==> config.mk <==
export PLATFORM = sky130hd
export DESIGN_NAME = bus_arbiter_flat
export DESIGN_NICKNAME = d
export VERILOG_FILES = /design/src/rtl/bus_arbiter_if.sv /design/src/rtl/bus_arbiter.sv /design/src/flat_wrapper.sv
export SDC_FILE = /design/constraint.sdc
export NUM_CORES = 1
export LEC_CHECK = 0
export ABC_CLOCK_PERIOD_IN_PS = 4700
export CORE_AREA = 4 4 101 103
export DETAILED_ROUTE_END_ITERATION = 10
export DIE_AREA = 0 0 105 107
export HOLD_SLACK_MARGIN = 0.02
export PLACE_DENSITY = 0.72
export SLEW_MARGIN = 10
export SYNTH_ARGS = -nofsm -noshare
export SYNTH_HDL_FRONTEND = slang
export SYNTH_SLANG_ARGS = --single-unit
==> constraint.sdc <==
create_clock -name clk -period 4.7 [get_ports clk]
set_input_delay 0.705 -clock clk [delete_from_list [all_inputs] [get_ports clk]]
set_output_delay 0.705 -clock clk [all_outputs]
set_load 0.1 [all_outputs]
==> src/rtl/bus_arbiter_if.sv <==
// Shared-bus interface between the two bus masters (CPU, DMAC), the arbiter
// and the slave subsystem.
//   m0_*/m1_*   : per-master request, address, write data, direction, grant
//   bus_rdata   : read data returned by the slave subsystem
//   m_rdata     : read data broadcast back to both masters
//   addr/idata/rw_/free_ : slave-side bus driven by the arbiter
// Modports:
//   slave  - arbiter view (consumes master requests, drives grants/slave bus)
//   master - environment view (drives requests and slave read data)
interface bus_arbiter_if #(
  parameter int ADDR_W = 32,
  parameter int DATA_W = 32
);
  logic              m0_req;
  logic [ADDR_W-1:0] m0_addr;
  logic [DATA_W-1:0] m0_wdata;
  logic              m0_rw_;
  logic              m0_gnt;
  logic              m1_req;
  logic [ADDR_W-1:0] m1_addr;
  logic [DATA_W-1:0] m1_wdata;
  logic              m1_rw_;
  logic              m1_gnt;
  logic [DATA_W-1:0] bus_rdata;
  logic [DATA_W-1:0] m_rdata;
  logic [ADDR_W-1:0] addr;
  logic [DATA_W-1:0] idata;
  logic              rw_;
  logic              free_;

  modport slave (
    input  m0_req, m0_addr, m0_wdata, m0_rw_,
    input  m1_req, m1_addr, m1_wdata, m1_rw_,
    input  bus_rdata,
    output m0_gnt, m1_gnt, m_rdata, addr, idata, rw_, free_
  );

  modport master (
    output m0_req, m0_addr, m0_wdata, m0_rw_,
    output m1_req, m1_addr, m1_wdata, m1_rw_,
    output bus_rdata,
    input  m0_gnt, m1_gnt, m_rdata, addr, idata, rw_, free_
  );
endinterface

==> src/rtl/bus_arbiter.sv <==
// Two-master round-robin bus arbiter and multiplexer with bounded tenure.
// Ports:
//   clk   - system clock, all state on rising edge
//   reset - asynchronous, active-high reset
//   bus   - bus_arbiter_if.slave: master requests in, grants out, slave-side
//           addr/idata/rw_/free_ out, bus_rdata in, m_rdata broadcast out
// Grants decode the registered state directly; the slave bus is muxed
// combinationally from state, so an asynchronous reset frees the bus at once.
module bus_arbiter #(
  parameter int ADDR_W   = 32,
  parameter int DATA_W   = 32,
  parameter int MAX_HOLD = 16
) (
  input  logic          clk,
  input  logic          reset,
  bus_arbiter_if.slave  bus
);

  typedef enum logic [1:0] {
    IDLE = 2'd0,
    OWN0 = 2'd1,
    OWN1 = 2'd2
  } state_t;

  localparam logic [7:0] HOLD_LIM = 8'(MAX_HOLD - 1);

  state_t      state_q, state_d;
  logic        last_q, last_d;
  logic [7:0]  hold_q, hold_d;

  logic [ADDR_W-1:0] addr_mux;
  logic [DATA_W-1:0] idata_mux;
  logic              rw_mux;

  always_ff @(posedge clk or posedge reset) begin
    if (reset) begin
      state_q <= IDLE;
      last_q  <= 1'b1;
      hold_q  <= '0;
    end else begin
      state_q <= state_d;
      last_q  <= last_d;
      hold_q  <= hold_d;
    end
  end

  always_comb begin
    state_d = state_q;
    last_d  = last_q;
    hold_d  = hold_q;

    unique case (state_q)
      IDLE: begin
        if (bus.m0_req && bus.m1_req) state_d = last_q ? OWN0 : OWN1;
        else if (bus.m0_req)          state_d = OWN0;
        else if (bus.m1_req)          state_d = OWN1;
      end
      OWN0: begin
        if (!bus.m0_req)                        state_d = bus.m1_req ? OWN1 : IDLE;
        else if (bus.m1_req && hold_q >= HOLD_LIM) state_d = OWN1;
      end
      OWN1: begin
        if (!bus.m1_req)                        state_d = bus.m0_req ? OWN0 : IDLE;
        else if (bus.m0_req && hold_q >= HOLD_LIM) state_d = OWN0;
      end
      default: state_d = IDLE;
    endcase

    // >= rather than == so a saturated counter (long uncontested tenure)
    // still yields to a newly arriving requester on the next edge.
    if (state_d != state_q) begin
      hold_d = '0;
      if (state_d == OWN0)      last_d = 1'b0;
      else if (state_d == OWN1) last_d = 1'b1;
    end else if (state_q != IDLE && hold_q != 8'hFF) begin
      hold_d = hold_q + 8'd1;
    end
  end

  always_comb begin
    addr_mux  = '0;
    idata_mux = '0;
    rw_mux    = 1'b1;
    unique case (state_q)
      OWN0: begin
        addr_mux  = bus.m0_addr;
        idata_mux = bus.m0_wdata;
        rw_mux    = bus.m0_rw_;
      end
      OWN1: begin
        addr_mux  = bus.m1_addr;
        idata_mux = bus.m1_wdata;
        rw_mux    = bus.m1_rw_;
      end
      default: ;
    endcase
  end

  assign bus.m0_gnt  = (state_q == OWN0);
  assign bus.m1_gnt  = (state_q == OWN1);
  assign bus.free_   = (state_q == IDLE);
  assign bus.addr    = addr_mux;
  assign bus.idata   = idata_mux;
  assign bus.rw_     = rw_mux;
  assign bus.m_rdata = bus.bus_rdata;

endmodule
==> src/flat_wrapper.sv <==
// flat-port wrapper written by rule: the top's interface ports become plain ports
module bus_arbiter_flat 
#(
  parameter int ADDR_W   = 32,
  parameter int DATA_W   = 32,
  parameter int MAX_HOLD = 16
)
  (clk, reset, bus_m0_req, bus_m0_addr, bus_m0_wdata, bus_m0_rw_, bus_m1_req, bus_m1_addr, bus_m1_wdata, bus_m1_rw_, bus_bus_rdata, bus_m0_gnt, bus_m1_gnt, bus_m_rdata, bus_addr, bus_idata, bus_rw_, bus_free_);
  bus_arbiter_if #(.ADDR_W(ADDR_W), .DATA_W(DATA_W)) bus_i ();
  input  logic clk;
  input  logic reset;
  input wire logic [$bits(bus_i.m0_req)-1:0] bus_m0_req;
  input wire logic [$bits(bus_i.m0_addr)-1:0] bus_m0_addr;
  input wire logic [$bits(bus_i.m0_wdata)-1:0] bus_m0_wdata;
  input wire logic [$bits(bus_i.m0_rw_)-1:0] bus_m0_rw_;
  input wire logic [$bits(bus_i.m1_req)-1:0] bus_m1_req;
  input wire logic [$bits(bus_i.m1_addr)-1:0] bus_m1_addr;
  input wire logic [$bits(bus_i.m1_wdata)-1:0] bus_m1_wdata;
  input wire logic [$bits(bus_i.m1_rw_)-1:0] bus_m1_rw_;
  input wire logic [$bits(bus_i.bus_rdata)-1:0] bus_bus_rdata;
  output wire logic [$bits(bus_i.m0_gnt)-1:0] bus_m0_gnt;
  output wire logic [$bits(bus_i.m1_gnt)-1:0] bus_m1_gnt;
  output wire logic [$bits(bus_i.m_rdata)-1:0] bus_m_rdata;
  output wire logic [$bits(bus_i.addr)-1:0] bus_addr;
  output wire logic [$bits(bus_i.idata)-1:0] bus_idata;
  output wire logic [$bits(bus_i.rw_)-1:0] bus_rw_;
  output wire logic [$bits(bus_i.free_)-1:0] bus_free_;
  assign bus_i.m0_req = bus_m0_req;
  assign bus_i.m0_addr = bus_m0_addr;
  assign bus_i.m0_wdata = bus_m0_wdata;
  assign bus_i.m0_rw_ = bus_m0_rw_;
  assign bus_i.m1_req = bus_m1_req;
  assign bus_i.m1_addr = bus_m1_addr;
  assign bus_i.m1_wdata = bus_m1_wdata;
  assign bus_i.m1_rw_ = bus_m1_rw_;
  assign bus_i.bus_rdata = bus_bus_rdata;
  assign bus_m0_gnt = bus_i.m0_gnt;
  assign bus_m1_gnt = bus_i.m1_gnt;
  assign bus_m_rdata = bus_i.m_rdata;
  assign bus_addr = bus_i.addr;
  assign bus_idata = bus_i.idata;
  assign bus_rw_ = bus_i.rw_;
  assign bus_free_ = bus_i.free_;
  bus_arbiter #(.ADDR_W(ADDR_W), .DATA_W(DATA_W), .MAX_HOLD(MAX_HOLD)) u_core (.clk(clk), .reset(reset), .bus(bus_i));
endmodule
==> impl_metrics.env, run 1 <==
export IMPL_grt_max_degree=70
export IMPL_min_path_type="reg -> reg"
export IMPL_cts_buffers_inserted=3
export IMPL_cp_data_arrival_time_ps=2430
export IMPL_grt_pass1_vias=2495
export IMPL_cp_max_fo=48
export IMPL_leakagePower_nw=1.49
export IMPL_num_io_pins=266
export IMPL_p_per_area_nw_per_um2=860
export IMPL_start_util_pct=21.9
export IMPL_antenna_found_initial=0
export IMPL_die_h_um=107
export IMPL_crit_path_end_kind="output port"
export IMPL_peakVddDrop_mv=0.511
export IMPL_synthMuxAreaShare_pct=2.24
export IMPL_drive_gt1_share_pct=19.0
export IMPL_die_x_um=105
export IMPL_fillerInstances=924
export IMPL_yosysWarnings=0
export IMPL_min_period_ps=3140
export IMPL_grt_setup_unrepaired="false"
export IMPL_viasPerCell=4.81
export IMPL_track_usage_pct=16.0
export IMPL_yosysUniqueCellTypes=38
export IMPL_grt_pass1_wl_mm=14.2
export IMPL_fin_skew_ps=0.966
export IMPL_synth_xor_area_share_pct=3.04
export IMPL_layout_commonest_cell="clkdlybuf4s50_1"
export IMPL_setup_tns_ps=0
export IMPL_yosys_area_share_simple_pct=29.3
export IMPL_synth_compound_area_share_pct=30.4
export IMPL_cts_buffer_depth=2
export IMPL_dieArea_um2=11200
export IMPL_core_um2=9200
export IMPL_avgRoutedWirePerCell_um=18.9
export IMPL_dp_cells=528
export IMPL_syn_inst=269
export IMPL_fin_area_um2=3740
export IMPL_port_buffers=201
export IMPL_clock_latency_ps=240
export IMPL_yosysSeqAreaShare_pct=13.7
export IMPL_wirelength_mm=10.0
export IMPL_cts_hold_buf=0
export IMPL_syn_num_nets=441
export IMPL_placed_area_um2=3690
export IMPL_synth_area_um2=2010
export IMPL_tightest_slew_ps=1000
export IMPL_setup_violations=0
export IMPL_drt_pass1_iterations=4
export IMPL_clkTransAtPathRegs_ps=50
export IMPL_max_cap_viol_count=0
export IMPL_place_gp_congestion=0.852
export IMPL_max_freq_mhz=319
export IMPL_rows=35
export IMPL_maxSlewHeadroom_pct=33.0
export IMPL_area_growth_pct=85.5
export IMPL_crit_type="reg -> out"
export IMPL_dp_hpwl_mm=8.25
export IMPL_grt_overflow_total=0
export IMPL_most_common_layout_cells="136 x clkdlybuf4s50_1, 68 x buf_4, 67 x nor2b_1"
export IMPL_slew_violations=0
export IMPL_cts_tree="built"
export IMPL_crit_required_ps=3990
export IMPL_synthAdderAreaFrac_pct=3.73
export IMPL_root_buffer="clkbuf_8"
export IMPL_worstSetupStartpointType="register"
export IMPL_drc_errors=0
export IMPL_syn_area_per_cell_um2=7.49
export IMPL_vias=2558
export IMPL_ctsResizeCount=0
export IMPL_drtIter0Drc=281
export IMPL_num_nets_final=594
export IMPL_ant_nets=0
export IMPL_cts_sinks=11
export IMPL_hold_viol_final=0
export IMPL_fin_crit_sh_pct=66.7
export IMPL_dpl_worst_slack_ps=1630
export IMPL_worst_slack_ps=1560
export IMPL_post_cts_buffers=0
export IMPL_synth_top_family_by_area="compound AO/OA/AOI/OAI gates"
export IMPL_status="finished clean"
export IMPL_cts_max_level=1
export IMPL_num_antenna_cells=0
export IMPL_ys_seq_elements=11
export IMPL_stdcell_count=532
==> report_power, final <==
group	total (mW)	switching [mW]	internal, mW
clock network	0.0975	0.0377	0.0597
logic	2.97	2.20	0.770
registers	0.147	0.0274	0.120
==> cell type report <==
| class | instances | area [um2] | area share, % |
|---|---|---|---|
| well taps | 111 | 139 | 3.72 |
| repair buffers | 204 | 1870 | 50.1 |
| multi-input cells | 198 | 1390 | 37.2 |
| flip-flops and latches | 11 | 277 | 7.40 |
| clock buffers | 4 | 45.0 | 1.21 |
| inverters | 4 | 15.0 | 0.402 |
==> synthesized netlist by cell type (all sizes together) <==
master  instances  area [um2]
a21bo           1        10.0
a21boi          1        7.51
a21o            1        8.76
a21oi           1        5.00
a221oi          1        15.0
a22o            1        17.5
a22oi          65         488
a31oi           2        12.5
a32o            1        10.0
and3            3        20.0
buf            39         275
clkbuf         17        63.8
dfrtp          10         250
dfstp           1        26.3
ha              6        75.1
inv             4        15.0
mux2            1        15.0
mux2i           3        30.0
nand2           7        26.3
nand2b          1        6.26
nand3           1        5.00
nand4           3        18.8
nor2           15        56.3
nor2b          67         419
nor3            1        5.00
nor4            1        21.3
o211ai          1        7.51
o21ai           3        15.0
o21bai          1        7.51
o31ai           1        7.51
or2             1        6.26
or3             1        6.26
xnor2           2        17.5
xor2            5        43.8
==> stage by stage <==
step / total power, mW / hold slack, ps / util [%]
floorplan: 2.66 / 506 / -
global placement: 3.11 / 528 / 40.1
detailed placement: 3.14 / 570 / 40.1
CTS: 3.24 / 587 / 40.6
global route: 3.36 / 618 / 40.6
finish: 3.21 / 579 / 40.6
==> registers in the layout, summed over array words and instances (netlist names) <==
signal / cells
u_core.hold_q: 8
u_core.last_q: 1
u_core.state_q: 2
==> worst paths after layout <==
check	endpoint	start	slack [ps]	cells after the start
setup / recovery	bus_idata[12]	u_core.state_q[1]$_DFF_PP0_	1560	5
min in group asynchronous	u_core.hold_q[3]$_DFFE_PP0P_	reset	770	2
hold / removal	u_core.hold_q[1]$_DFFE_PP0P_	u_core.hold_q[1]$_DFFE_PP0P_	580	2
hold reg to reg	u_core.hold_q[1]$_DFFE_PP0P_	u_core.hold_q[1]$_DFFE_PP0P_	580	2
setup reg to reg	u_core.last_q$_DFFE_PP1P_	u_core.state_q[0]$_DFF_PP0_	1920	11
max in group asynchronous	u_core.last_q$_DFFE_PP1P_	reset	3590	2
==> layer usage <==
| layer | share of wire (%) | global-route usage [%] | wire length, um | vias to the layer above |
|---|---|---|---|---|
| met5 | 0 | 0 | 0 | - |
| met4 | 3.0 | 5.25 | 303 | 0 |
| met3 | 20 | 13.2 | 2000 | 31 |
| met2 | 45 | 24.6 | 4470 | 172 |
| met1 | 32 | 16.1 | 3260 | 1128 |
| li1 | - | - | - | 1227 |
==> worst max-delay path, stage by stage, from the launching register on <==
cell     delay [ps]
dfrtp_1         490
inv_1           140
ha_1            590
buf_4           430
nor2b_1         210
buf_4           310
==> cells by family (layout without fill, tap and decap cells) <==
group,Yosys count,in the layout
XOR/XNOR,7,7
AO/OA/AOI/OAI,80,80
multiplexers,4,4
buffers and inverters,60,212
flip-flops,11,11
AND/OR/NAND/NOR,101,101
adder cells (fa/ha/maj),6,6
(Power assumes the default switching activity.)
==> run 2: changes to the inputs <==
--- a/config.mk
+++ b/config.mk
@@ -5,12 +5,12 @@
 export SDC_FILE = /design/constraint.sdc
 export NUM_CORES = 1
 export LEC_CHECK = 0
-export ABC_CLOCK_PERIOD_IN_PS = 4700
-export CORE_AREA = 4 4 101 103
+export ABC_CLOCK_PERIOD_IN_PS = 2600
+export CORE_AREA = 4 4 102 104
 export DETAILED_ROUTE_END_ITERATION = 10
-export DIE_AREA = 0 0 105 107
+export DIE_AREA = 0 0 106 108
 export HOLD_SLACK_MARGIN = 0.02
-export PLACE_DENSITY = 0.72
+export PLACE_DENSITY = 0.74
 export SLEW_MARGIN = 10
 export SYNTH_ARGS = -nofsm -noshare
 export SYNTH_HDL_FRONTEND = slang
==> constraint.sdc (replaced) <==
create_clock -name clk -period 2.6 [get_ports clk]
set_input_delay 0.39 -clock clk [delete_from_list [all_inputs] [get_ports clk]]
set_output_delay 0.39 -clock clk [all_outputs]
set_load 0.1 [all_outputs]
==> run 2 against run 1 <==
  * Register-to-register slack got worse by 1700 ps
  * Critical path depth increased by 1
  * Worst setup slack got worse by 1400 ps
  * Routed wire length fell by 5.3%
  * Die area grew 1.9%
  * First-iteration DRC count fell by 63%
  * Sequential share of layout area shrank 2.1 points
  * Cell area up 39%
  * Clock power grew 73%
  * Hold slack got worse by 130 ps
  * Global-route usage decreased by 0.82 points
  * Utilization grew 14 points
  * Critical path type unchanged
  * Largest cell class unchanged
==> impl_metrics.env, run 2 (synthesized netlist as in run 1, its figures left out) <==
export IMPL_status="finished clean"
export IMPL_fin_skew_ps=1.60
export IMPL_worst_path_buf_inv=3
export IMPL_p_per_area_nw_per_um2=1560
export IMPL_min_period_ps=2460
export IMPL_peakVddDrop_mv=0.904
export IMPL_die_h_um=108
export IMPL_top_regs="u_core.hold_q: 8 flops, u_core.state_q: 2 flops, u_core.last_q: 1 flops"
export IMPL_clkTransAtPathRegs_ps=50
export IMPL_rows=36
export IMPL_area_growth_pct=157
export IMPL_min_path_type="in -> async"
export IMPL_clock_latency_ps=240
export IMPL_max_freq_mhz=407
export IMPL_grt_setup_unrepaired="false"
export IMPL_cpPeakStageDelay_ps=380
export IMPL_maxSlewHeadroom_pct=72.7
export IMPL_hold_slack_ps=448
export IMPL_largest_register="u_core.hold_q"
export IMPL_worstSetupStartpointType="register"
export IMPL_start_util_pct=21.1
export IMPL_dp_hpwl_mm=7.87
export IMPL_max_cap_viol_count=0
export IMPL_layout_commonest_cell="clkdlybuf4s50_1"
export IMPL_antenna_found_initial=0
export IMPL_most_common_layout_cells="132 x clkdlybuf4s50_1, 70 x buf_12, 65 x a22oi_1"
export IMPL_largest_reg_flops=8
export IMPL_grt_max_degree=54
export IMPL_cts_max_level=1
export IMPL_fillerInstances=814
export IMPL_root_buffer="clkbuf_8"
export IMPL_power_mw=8.07
export IMPL_track_usage_pct=15.2
export IMPL_tightest_slew_ps=409
export IMPL_grt_pass1_vias=2819
export IMPL_cp_max_fo=44
export IMPL_wirelength_mm=9.50
export IMPL_cts_buffers_inserted=3
export IMPL_num_antenna_cells=0
export IMPL_core_um2=9550
export IMPL_cts_sinks=11
export IMPL_viasPerCell=4.78
export IMPL_cts_buffer_depth=2
export IMPL_fin_crit_sh_pct=94.5
export IMPL_die_x_um=106
export IMPL_cts_hold_buf=0
export IMPL_hold_viol_final=0
export IMPL_port_buffers=201
export IMPL_drtIter0Drc=103
export IMPL_leakagePower_nw=1.99
export IMPL_num_io_pins=266
export IMPL_cpLargestDelayFamily="buffers and inverters"
export IMPL_place_gp_congestion=0.863
export IMPL_drive_gt1_share_pct=36.8
export IMPL_worst_slack_ps=142
export IMPL_grt_pass1_wl_mm=14.2
export IMPL_setup_violations=0
export IMPL_crit_required_ps=2210
export IMPL_slew_violations=0
export IMPL_crit_type="reg -> out"
export IMPL_drt_pass1_iterations=5
export IMPL_grt_overflow_total=0
export IMPL_dpl_worst_slack_ps=-84.6
export IMPL_cp_data_arrival_time_ps=2070
export IMPL_num_nets_final=600
export IMPL_cp_cell_sequence="inv_2, ha_4, buf_6, a22oi_1, nor2b_2, buf_12"
export IMPL_dieArea_um2=11400
export IMPL_cts_tree="built"
export IMPL_crit_path_end_kind="output port"
export IMPL_avgRoutedWirePerCell_um=17.0
export IMPL_cpMaxStageDelayCell="dfrtp_1"
export IMPL_vias=2676
export IMPL_ant_nets=0
export IMPL_drc_errors=0
run 2: cell count changes in the layout (fill, tap and decap cells not counted), moves of 2 or more:
cell             change
buf_12              +70
nor2b_1             -64
buf_4               -62
nor2b_4             +59
nor2b_2              +5
clkdlybuf4s50_1      -4
ha_4                 +3
ha_2                 -2
run 2: worst reg2reg max path: cells and delay by family (launching register included):
family,cells,cell delay (ps)
buf+inv,1,110
simple gates,4,680
compound gates,3,640
flops,1,340
fa+ha+maj,2,530
run 2: layout make-up:
cell class | instances | area (um2) | area share (%)
tap | 133 | 166 | 3.21
timing repair buffer | 210 | 2790 | 53.9
clock buffer | 4 | 45.0 | 0.870
multi-input combinational | 198 | 1880 | 36.4
sequential | 11 | 277 | 5.34
inverter | 4 | 15.0 | 0.290
run 2: report_power, final:
part	total (mW)	internal (mW)	leakage [nW]	switching (mW)
clock	0.169	0.107	0.0228	0.0614
combinational	7.66	3.11	1.82	4.55
sequential	0.243	0.217	0.147	0.0261
run 2: repair_timing:
| item | CTS | global route |
|---|---|---|
| setup buffers | 0 | 0 |
| endpoints found under the setup margin | 8 | 1 |
| resized for setup | 1 | 2 |
| pin swaps | 0 | 0 |
run 2: through the flow:
| step | std cells | util [%] | cell area, um2 | setup TNS [ps] |
|---|---|---|---|---|
| final | 560 | 54.2 | 5180 | 0 |
| after global routing | 560 | 54.2 | 5180 | 0 |
| after CTS | 560 | 54.2 | 5170 | 0 |
| after detailed placement | 556 | 53.6 | 5120 | -84.6 |
| after global placement | 556 | 53.6 | 5120 | -39.5 |
| after floorplan | 269 | - | 2520 | -503 |
run 2: path summary, 6_finish.rpt:
kind                                                     end  cells after the start                         start  slack, ps
worst min-delay path             u_core.state_q[0]$_DFF_PP0_                      2                         reset        450
worst min register to register  u_core.hold_q[1]$_DFFE_PP0P_                      2  u_core.hold_q[1]$_DFFE_PP0P_        570
worst max register to register     u_core.last_q$_DFFE_PP1P_                     10   u_core.state_q[1]$_DFF_PP0_        230
max in group asynchronous          u_core.last_q$_DFFE_PP1P_                      2                         reset       1830
min in group clk                u_core.hold_q[1]$_DFFE_PP0P_                      2  u_core.hold_q[1]$_DFFE_PP0P_        570
worst max-delay path                           bus_idata[26]                      6   u_core.state_q[0]$_DFF_PP0_        140
run 2: per-layer routing:
layer	share of wire, %	GRT usage [%]
met1	35	16.5
met2	52	27.2
met3	9.5	4.84
met4	3.8	6.29
met5	0	0
==> run 3: changes to the inputs <==
--- a/config.mk
+++ b/config.mk
@@ -6,11 +6,11 @@
 export NUM_CORES = 1
 export LEC_CHECK = 0
 export ABC_CLOCK_PERIOD_IN_PS = 2600
-export CORE_AREA = 4 4 102 104
+export CORE_AREA = 2 2 103 105
 export DETAILED_ROUTE_END_ITERATION = 10
-export DIE_AREA = 0 0 106 108
+export DIE_AREA = 0 0 105 107
 export HOLD_SLACK_MARGIN = 0.02
-export PLACE_DENSITY = 0.74
+export PLACE_DENSITY = 0.7
 export SLEW_MARGIN = 10
 export SYNTH_ARGS = -nofsm -noshare
 export SYNTH_HDL_FRONTEND = slang
==> run 3 against run 2 <==
  * Sequential share of layout area about the same
  * Critical path depth up 3
  * Non-clock buffer count up 1
  * Register-to-register slack about the same
  * Critical endpoint is now u_core.last_q$_DFFE_PP1P_
  * Sequential cell count unchanged
  * Clock-buffer cell count unchanged
  * Maximum frequency up 0.77%
  * Via count down 2.2%
  * Largest power group unchanged
  * Clock power up 4%
  * Worst setup slack better by 19 ps
  * First-iteration DRC count up 25%
  * Critical path type is now in -> reg
==> impl_metrics.env, run 3 (synthesized netlist as in run 1, its figures left out) <==
export IMPL_crit_type="in -> reg"
export IMPL_top_regs="u_core.hold_q: 8 flops, u_core.state_q: 2 flops, u_core.last_q: 1 flops"
export IMPL_dieArea_um2=11200
export IMPL_cts_tree="built"
export IMPL_track_usage_pct=15.4
export IMPL_start_util_pct=20.0
export IMPL_r2r_start="u_core.state_q[1]$_DFF_PP0_"
export IMPL_root_buffer="clkbuf_8"
export IMPL_wirelength_mm=9.35
export IMPL_reg2reg_slack_ps=240
export IMPL_avgRoutedWirePerCell_um=16.6
export IMPL_drt_pass1_iterations=4
export IMPL_hold_viol_final=0
export IMPL_grt_setup_unrepaired="false"
export IMPL_num_nets_final=601
export IMPL_fin_area_um2=5190
export IMPL_crit_required_ps=2770
export IMPL_crit_path_end_kind="register"
export IMPL_utilization_pct=51.4
export IMPL_antenna_found_initial=0
export IMPL_most_common_layout_cells="133 x clkdlybuf4s50_1, 71 x buf_12, 65 x a22oi_1"
export IMPL_area_growth_pct=158
export IMPL_clkTransAtPathRegs_ps=50
export IMPL_dpl_worst_slack_ps=-84.9
export IMPL_reg2reg_depth=10
export IMPL_ant_nets=0
export IMPL_maxSlewHeadroom_pct=71.7
export IMPL_cts_buffers_inserted=3
export IMPL_p_per_area_nw_per_um2=1560
export IMPL_drc_errors=0
export IMPL_max_freq_mhz=410
export IMPL_reg2reg_to="u_core.last_q$_DFFE_PP1P_"
export IMPL_cts_buffer_depth=2
export IMPL_dp_hpwl_mm=7.77
export IMPL_cts_sinks=11
export IMPL_fin_crit_sh_pct=93.8
export IMPL_die_x_um=105
export IMPL_drive_gt1_share_pct=36.7
export IMPL_setup_violations=0
export IMPL_cts_max_level=1
export IMPL_leakagePower_nw=1.99
export IMPL_max_cap_viol_count=0
export IMPL_layout_commonest_cell="clkdlybuf4s50_1"
export IMPL_grt_max_degree=69
export IMPL_peakVddDrop_mv=0.744
export IMPL_cts_hold_buf=0
export IMPL_viasPerCell=4.64
export IMPL_die_h_um=107
export IMPL_grt_pass1_vias=2671
export IMPL_min_period_ps=2440
export IMPL_largest_reg_flops=8
export IMPL_rows=37
export IMPL_grt_pass1_wl_mm=14.0
export IMPL_worstSetupStartpointType="primary input"
export IMPL_worst_slack_ps=160
export IMPL_core_um2=10100
export IMPL_clock_latency_ps=240
export IMPL_fillerInstances=911
export IMPL_cp_max_fo=4
export IMPL_largest_register="u_core.hold_q"
export IMPL_cp_data_arrival_time_ps=2610
export IMPL_num_io_pins=266
export IMPL_drtIter0Drc=129
export IMPL_ctsResizeCount=0
export IMPL_fin_skew_ps=1.36
export IMPL_regArea_um2=277
export IMPL_slew_violations=0
export IMPL_status="finished clean"
export IMPL_post_cts_buffers=0
export IMPL_place_gp_congestion=0.811
export IMPL_num_antenna_cells=0
export IMPL_multi_input_area_um2=1880
export IMPL_vias=2618
export IMPL_grt_overflow_total=0
export IMPL_tightest_slew_ps=424
export IMPL_placed_area_um2=5150
export IMPL_port_buffers=201
export IMPL_min_path_type="in -> async"
run 3: cell count changes in the layout (fill, tap and decap cells not counted), sizes merged:
cell / change
buf: +1
clkdlybuf4s50: +1
dlymetal6s2s: -1
run 3: worst max path at each step:
stage	cells past startpoint	end	start
after floorplan	6	bus_idata[26]	u_core.state_q[0]$_DFF_PP0_
after global placement	9	u_core.last_q$_DFFE_PP1P_	bus_m1_req
after detailed placement	9	u_core.last_q$_DFFE_PP1P_	bus_m1_req
after CTS	9	u_core.last_q$_DFFE_PP1P_	bus_m1_req
after global routing	9	u_core.last_q$_DFFE_PP1P_	bus_m1_req
final	9	u_core.last_q$_DFFE_PP1P_	bus_m1_req
run 3: final cells by class:
cell class / count / share of cell area (%)
Timing Repair Buffer: 211 / 54.0
Multi-Input combinational cell: 198 / 36.2
Sequential cell: 11 / 5.33
Tap cell: 136 / 3.28
Clock buffer: 4 / 0.868
Inverter: 4 / 0.289
run 3: where the power goes:
group / internal [mW] / leakage (nW) / switching (mW)
combinational: 3.13 / 1.82 / 4.56
sequential: 0.217 / 0.147 / 0.0263
clock: 0.108 / 0.0228 / 0.0669
run 3: metal layers:
metal  wire [um]  share of wire (%)  track usage, %
met1        3290                 35            16.9
met2        4940                 53            28.0
met3         835                8.9            4.74
met4         274                2.9            5.62
met5           0                  0               0
run 3: critical path, cell delays in order:
cell and delay [ps]:
clkdlybuf4s50_1 540, nand2b_1 100, a32o_1 270, or3_1 370, nor2_1 130, nor2_1 60, ha_1 310, o21bai_1 170
a22o_4 260
run 3: stage by stage:
stage / total power, mW / setup TNS, ps / instances / hold slack, ps
final: 8.11 / 0 / 564 / 442
after global routing: 8.43 / 0 / 564 / 505
after CTS: 8.18 / 0 / 564 / 466
after detailed placement: 7.99 / -84.9 / 560 / 557
after global placement: 7.91 / -17.7 / 560 / 526
after floorplan: 5.72 / -503 / 269 / 242
